**config.mk**
```make
export PLATFORM = sky130hd
export DESIGN_NAME = dbg_uart_rx
export DESIGN_NICKNAME = d
export VERILOG_FILES = /design/src/rtl/dbg_uart_rx.sv
export SDC_FILE = /design/constraint.sdc
export NUM_CORES = 1
export LEC_CHECK = 0
export ABC_AREA = 1
export CORE_MARGIN = 4
export CORE_UTILIZATION = 40
export DETAILED_ROUTE_END_ITERATION = 8
export DONT_BUFFER_PORTS = 1
export PLACE_DENSITY_LB_ADDON = 0.25
export REMOVE_ABC_BUFFERS = 1
export SLEW_MARGIN = 5
export SYNTH_ARGS = -nofsm -noshare
export SYNTH_HDL_FRONTEND = slang
export SYNTH_SLANG_ARGS = --single-unit
```
**constraint.sdc**
```tcl
create_clock -name CLK -period 1.59 [get_ports CLK]
set_input_delay 0.318 -clock CLK [delete_from_list [all_inputs] [get_ports CLK]]
set_output_delay 0.318 -clock CLK [all_outputs]
set_load 0.02 [all_outputs]
```
**src/rtl/dbg_uart_rx.sv**
```systemverilog
// dbg_uart_rx: 8N1 UART receiver with mid-bit sampling and a one-entry valid/ready output register
// CLK, RESET: sole clock and synchronous active-high reset
// RXD: asynchronous serial input, idles high
// DATA, DATA_VALID, DATA_READY: received word held until accepted
// FRAME_ERR, OVERRUN: one-cycle error pulses; BUSY: receiver not idle
module dbg_uart_rx #(
  parameter int CLKS_PER_BIT = 87,
  parameter int DATA_BITS = 8
) (
  input  logic                 CLK,
  input  logic                 RESET,
  input  logic                 RXD,
  output logic [DATA_BITS-1:0] DATA,
  output logic                 DATA_VALID,
  input  logic                 DATA_READY,
  output logic                 FRAME_ERR,
  output logic                 OVERRUN,
  output logic                 BUSY
);
  localparam int CW = $clog2(CLKS_PER_BIT);
  localparam int IW = $clog2(DATA_BITS);
  localparam logic [CW-1:0] HALF = CW'(CLKS_PER_BIT / 2 - 1);
  localparam logic [CW-1:0] FULL = CW'(CLKS_PER_BIT - 1);
  localparam logic [IW-1:0] LAST = IW'(DATA_BITS - 1);
  typedef enum logic [2:0] {ST_IDLE, ST_START, ST_DATA, ST_STOP, ST_BREAK} state_t;
  state_t state, state_n;
  logic rx_meta, rxs;
  logic [CW-1:0] cnt, cnt_n;
  logic [IW-1:0] idx, idx_n;
  logic [DATA_BITS-1:0] shift, shift_n;
  logic deliver, ferr;
  always_ff @(posedge CLK) begin
    if (RESET) begin
      rx_meta <= 1'b1;
      rxs <= 1'b1;
      state <= ST_IDLE;
      cnt <= '0;
      idx <= '0;
      shift <= '0;
      DATA <= '0;
      DATA_VALID <= 1'b0;
      FRAME_ERR <= 1'b0;
      OVERRUN <= 1'b0;
    end else begin
      rx_meta <= RXD;
      rxs <= rx_meta;
      state <= state_n;
      cnt <= cnt_n;
      idx <= idx_n;
      shift <= shift_n;
      FRAME_ERR <= ferr;
      OVERRUN <= deliver && DATA_VALID && !DATA_READY;
      if (deliver && (!DATA_VALID || DATA_READY)) begin
        DATA <= shift;
        DATA_VALID <= 1'b1;
      end else if (DATA_READY) begin
        DATA_VALID <= 1'b0;
      end
    end
  end
  always_comb begin
    state_n = state;
    cnt_n = cnt + 1'b1;
    idx_n = idx;
    shift_n = shift;
    deliver = 1'b0;
    ferr = 1'b0;
    case (state)
      ST_IDLE: begin
        cnt_n = '0;
        state_n = rxs ? ST_IDLE : ST_START;
      end
      ST_START: if (cnt == HALF) begin
        cnt_n = '0;
        idx_n = '0;
        state_n = rxs ? ST_IDLE : ST_DATA;
      end
      ST_DATA: if (cnt == FULL) begin
        cnt_n = '0;
        shift_n[idx] = rxs;
        idx_n = (idx == LAST) ? idx : idx + 1'b1;
        state_n = (idx == LAST) ? ST_STOP : ST_DATA;
      end
      ST_STOP: if (cnt == FULL) begin
        cnt_n = '0;
        deliver = rxs;
        ferr = !rxs;
        state_n = rxs ? ST_IDLE : ST_BREAK;
      end
      ST_BREAK: begin
        cnt_n = '0;
        state_n = rxs ? ST_IDLE : ST_BREAK;
      end
      default: state_n = ST_IDLE;
    endcase
  end
  assign BUSY = state != ST_IDLE;
endmodule

```
Yosys cells after proc, flatten, opt, wreduce, memory -nomap -nowiden
Cells that the tools add are included.

word-level totals
  output and inout bits = 12
  word-level logic and storage cells = 67
  register bits after elaboration = 34
  bits of input ports = 4

cells by class
  $lt $le $gt $ge = 2
  bitwise gates (word level) = 2
  muxes and demuxes = 22
  reduce and logical (&&, ||, !) cells = 18
  $add $sub $neg = 2
  eq/ne operators = 11

operators by type and width
  kind                 number
  $mux 3               7
  $pmux 7 s3           1
  $pmux 3 s5           1
  $mux 7               2
  $bwmux 8             1
  $ne 2x2->1 const B   4
  $add 7x1->7 const B  1
  $eq 7x6->1 const B   1
  $eq 7x7->1 const B   1
  $mux 1               7
  $eq 3x2->1 const B   2
  $eq 3x3->1 const B   2
  $pmux 3 s2           1
  $logic_and 1x1->1    4
  $lt 3x4->1 const B   1
  $reduce_and 4->1     1
  $reduce_bool 2->1    2
  $reduce_or 2->1      2
  $add 3x1->3 const B  1
  $demux 1 s3          1
  $eq 3x1->1 const B   1
  $ge 3x1->1 const B   1
  $logic_not 1->1      3
  $logic_not 3->1      1
  other kinds (7)      8

Longest topological paths before layout
  depth after elaboration = 5
  depth in mapped cells = 10
  mapped depth without buffers = 10

Worst setup path after synthesis
Ideal clock, no wire load.

  path type = reg-to-reg
  start point = register cnt[0]
  end point = register cnt[6]
  required time = 1474 ps
  cell stages (with the launch flop) = 10
  setup slack = 268 ps
  arrival = 1206 ps
  library setup time = 116 ps
  buffers on the path = 0
  clock period less this slack = 1322 ps
  path through = dfxtp_1 > inv_1 > ha_1 > nand2_1 > inv_1 > nand3_4 > nand2_1 > o211ai_2 > nand2_1 > nor2_1

on the way
  word-level cells in the longest chain between the ends = 3
  elaborated cells between the ends (all ways) = 6
  those cells by class = add/sub: 1; eq/ne: 2; mux: 3

RTL lines
  element                              line        RTL
  from (decl)                          28          logic [CW-1:0] cnt, cnt_n;
  from (signal assigned)               48          cnt <= cnt_n;
  $add 7x1->7 (tied with other cells)  63          cnt_n = cnt + 1'b1;
  $mux 7 (on tied branches)            78, 84, 73
  $pmux 7 s3 (*)                       68          case (state)

Mark *: on every way between the ends. The rest lies on a longest branch, timed or not.
A chain may end at the register's enable or synchronous reset.

Worst setup path after layout
  start point = register state[0]
  end point = output BUSY

on the way
  word-level cells in the longest chain between the ends = 1

RTL lines
  element                 line  RTL
  from (decl)             26    state_t state, state_n;
  from (signal assigned)  47    state <= state_n;
  $reduce_bool 3->1       97    assign BUSY = state != ST_IDLE;
  to (decl)               18    output logic BUSY

Every way passes these cells.

==> flow_summary.ini <==
[finish]
final_nets = 247
drive_above_1_share = 0.130
register_area_um2 = 681
nFillCells = 411
syn2layout_area_growth_pct = 9.24
diodes = 0
multi_input_area_um2 = 860
design_area_um2 = 1820

[die]
start_util = 0.416
die_x_um = 72.5
dieArea_um2 = 5260
core_um2 = 4000
die_h_um = 72.5
ios = 16
rows = 23

[clock_tree]
clock_latency_ps = 290
cts.clk_slew.worst_paths_ps = 70
cts_buffer_depth = 2
cts_buffers = 5
cts_setup_buffers = 0
ctsHtreeMaxLevel = 2
clockRootBuffer = clkbuf_8
clkSinkCount = 34
cts_tree = built

[worst_setup_path]
critPathLaunchType = flop
crit_slowest_cell = dfxtp_1
worstPathRequired_ps = 1270
cp_max_fo = 7
path_buf_inv = 0
path_cells = nor2_1 -> nand2_1
endpoint_kind = output port
crit_family = simple AND/OR/NAND/NOR gates
cp_data_arrival_time_ps = 1120
cpPeakStageDelay_ps = 390
worstSetupPathType = reg -> out

[yosys]
synth_area_leader_cell = dfxtp_1
synthXorXnorAreaFrac = 0.0263
synth_compound_area_frac = 0.0466
synth_fa_ha_area_frac = 0.0301
yosys.area.top_type_share = 0.409
synth_top_family_by_area = simple AND/OR/NAND/NOR gates
seq_area_frac_synth = 0.409
synthSimpleGateAreaFrac = 0.387
netlist_instances = 235
synth_mux_area_frac = 0
syn_avg_cell_area_um2 = 7.09
ys_top_cells_by_area = dfxtp_1, nand2_1, nor2_1
syn-cell-area_um2 = 1670
synth_seq_cells = 34
ys_types = 30
yosysWarnings = 0

[timing]
whs_ps = 89.9
slew_viol_final = 0
relSlewSlack = 0.676
setup_viol = 0
fmax_mhz = 693
timing.final.hold_violations = 0
fin_crit_sh = 0.907
finalCriticalPeriod_ps = 1440
finalWorstSetupSlack_ps = 148
final.setup_skew_ps = 9.38
tightest_slew_ps = 485

[placement]
hpwl_um = 2210
place_ws_ps = 127
dpl_cell_area_um2 = 1700
io_buffers = 0
routabilityCongestion = 0.786

[routing]
vias = 1385
route.detailed.drc = 0
antenna_left = 0
wl_per_cell_um = 11.4
firstDrtPassIters = 4
routed_via_density = 4.79
routed_wl_um = 3300
drtIter0Drc = 62

[grt]
globalRouteOverflowTotal = 0
grt_pass1_vias = 1274
track_usage = 0.131
grt_first_pass_wirelength_um = 5380
antenna_found_initial = 0
grt_max_degree = 20

[status]
outcome = completed

[job]
maxCapViolCount = 0

[worst_hold_path]
hp-class = in -> reg

[pwr]
cellLeakagePower_nw = 0.829
ir_worst_vdd_v = 0.000508
total_power_mw = 1.64
powerDensity_nw_per_um2 = 902
-- layer usage --
layer  part of all wire  routed length, um  track usage  vias to the layer above
li1                   -                  -            -                      736
met1               0.48               1590        0.160                      610
met2               0.44               1460        0.205                       32
met3              0.056                185       0.0443                        7
met4              0.017                 55       0.0615                        0
met5                  0                  0            0                        -
-- power by group --
group | leakage (nW) | internal, mW | switching, mW
registers | 0.275 | 0.869 | 0.0203
clock network | 0.0438 | 0.294 | 0.306
logic | 0.511 | 0.0488 | 0.105
total | 0.829 | 1.21 | 0.431
-- path summary, 6_finish.rpt --
check / depth (start not counted) / to / slack (ps) / from
setup / recovery: 2 / BUSY / 150 / state[0]$_SDFFE_PP0P_
hold / removal: 1 / shift[5]$_SDFFE_PP0P_ / 90 / RESET
setup reg to reg: 9 / cnt[6]$_SDFF_PP0_ / 180 / cnt[0]$_SDFF_PP0_
hold reg to reg: 1 / rxs$_SDFF_PP1_ / 420 / rx_meta$_SDFF_PP1_
-- timing repair --
action,4_1_cts,5_1_grt
setup endpoints to repair,0,10
resized for setup,0,7
hold buffers,0,0
-- cell type report --
| class | count | share of cell area |
|---|---|---|
| Sequential cell | 34 | 0.374 |
| Tap cell | 50 | 0.0344 |
| Inverter | 32 | 0.0674 |
| Clock buffer | 5 | 0.0378 |
| Multi-Input combinational cell | 164 | 0.472 |
| Timing Repair Buffer | 2 | 0.00825 |
| Clock inverter | 2 | 0.00550 |
-- per-stage QoR --
step	util	std cells	TNS, ps
5_1_grt	0.455	289	-3.14
3_3_place_gp	0.424	281	0
2_1_floorplan	-	229	0
6_report	0.455	289	0
3_5_place_dp	0.424	281	0
4_1_cts	0.444	288	0
-- cell usage after synthesis --
cell type   n
a21oi_1    11
buf_2       1
buf_4       1
buf_6       1
buf_8       1
clkbuf_1    2
clkinv_1    1
dfxtp_1    34
ha_1        4
inv_1      27
inv_2       3
inv_4       1
nand2_1    60
nand2_2     2
nand3_1    19
nand3_4     1
nand3b_1    1
nand4_1     2
nand4_4     1
nor2_1     41
nor2_2      2
nor2_4      2
nor2_8      1
nor3_1      5
nor4_1      1
o211ai_2    1
o21ai_0     2
or2_2       2
xnor2_1     1
xor2_1      4
-- cell usage in the layout, fill, tap and decap left out --
cell type  Yosys  routed
nor2_1        41      41
buf_4          1       2
inv_1         27      27
nand2_1       60      57
nor4_1         1       1
nand3b_1       1       1
nor3_1         5       5
nand2_2        2       5
nor2_8         1       1
nand3_2        0       2
o211ai_2       1       1
a21oi_1       11      11
clkinv_2       0       2
xnor2_1        1       1
clkbuf_8       0       5
nor2_4         2       3
or2_2          2       2
clkinv_1       1       1
nand4_1        2       2
inv_4          1       1
nand3_4        1       1
o21ai_0        2       2
ha_1           4       4
xor2_1         4       4
nand4_4        1       2
dfxtp_1       34      34
inv_2          3       3
nor2_2         2       1
nand3_1       19      17
-- logic make-up (layout without fill, tap and decap cells) --
group,after synthesis,after routing
AOI/OAI and AO/OA,14,14
xor gates and xnor gates,5,5
adders and majority gates,4,4
buffers and inverters,38,41
DFF,34,34
and+or+nand+nor,140,141
-- sequential cells by signal, indices dropped and copies added, names as in the netlist --
signal      cells
DATA            8
DATA_VALID      1
FRAME_ERR       1
OVERRUN         1
cnt             7
idx             3
rx_meta         1
rxs             1
shift           8
state           3
No activity file was read; power rests on OpenSTA's default activity.
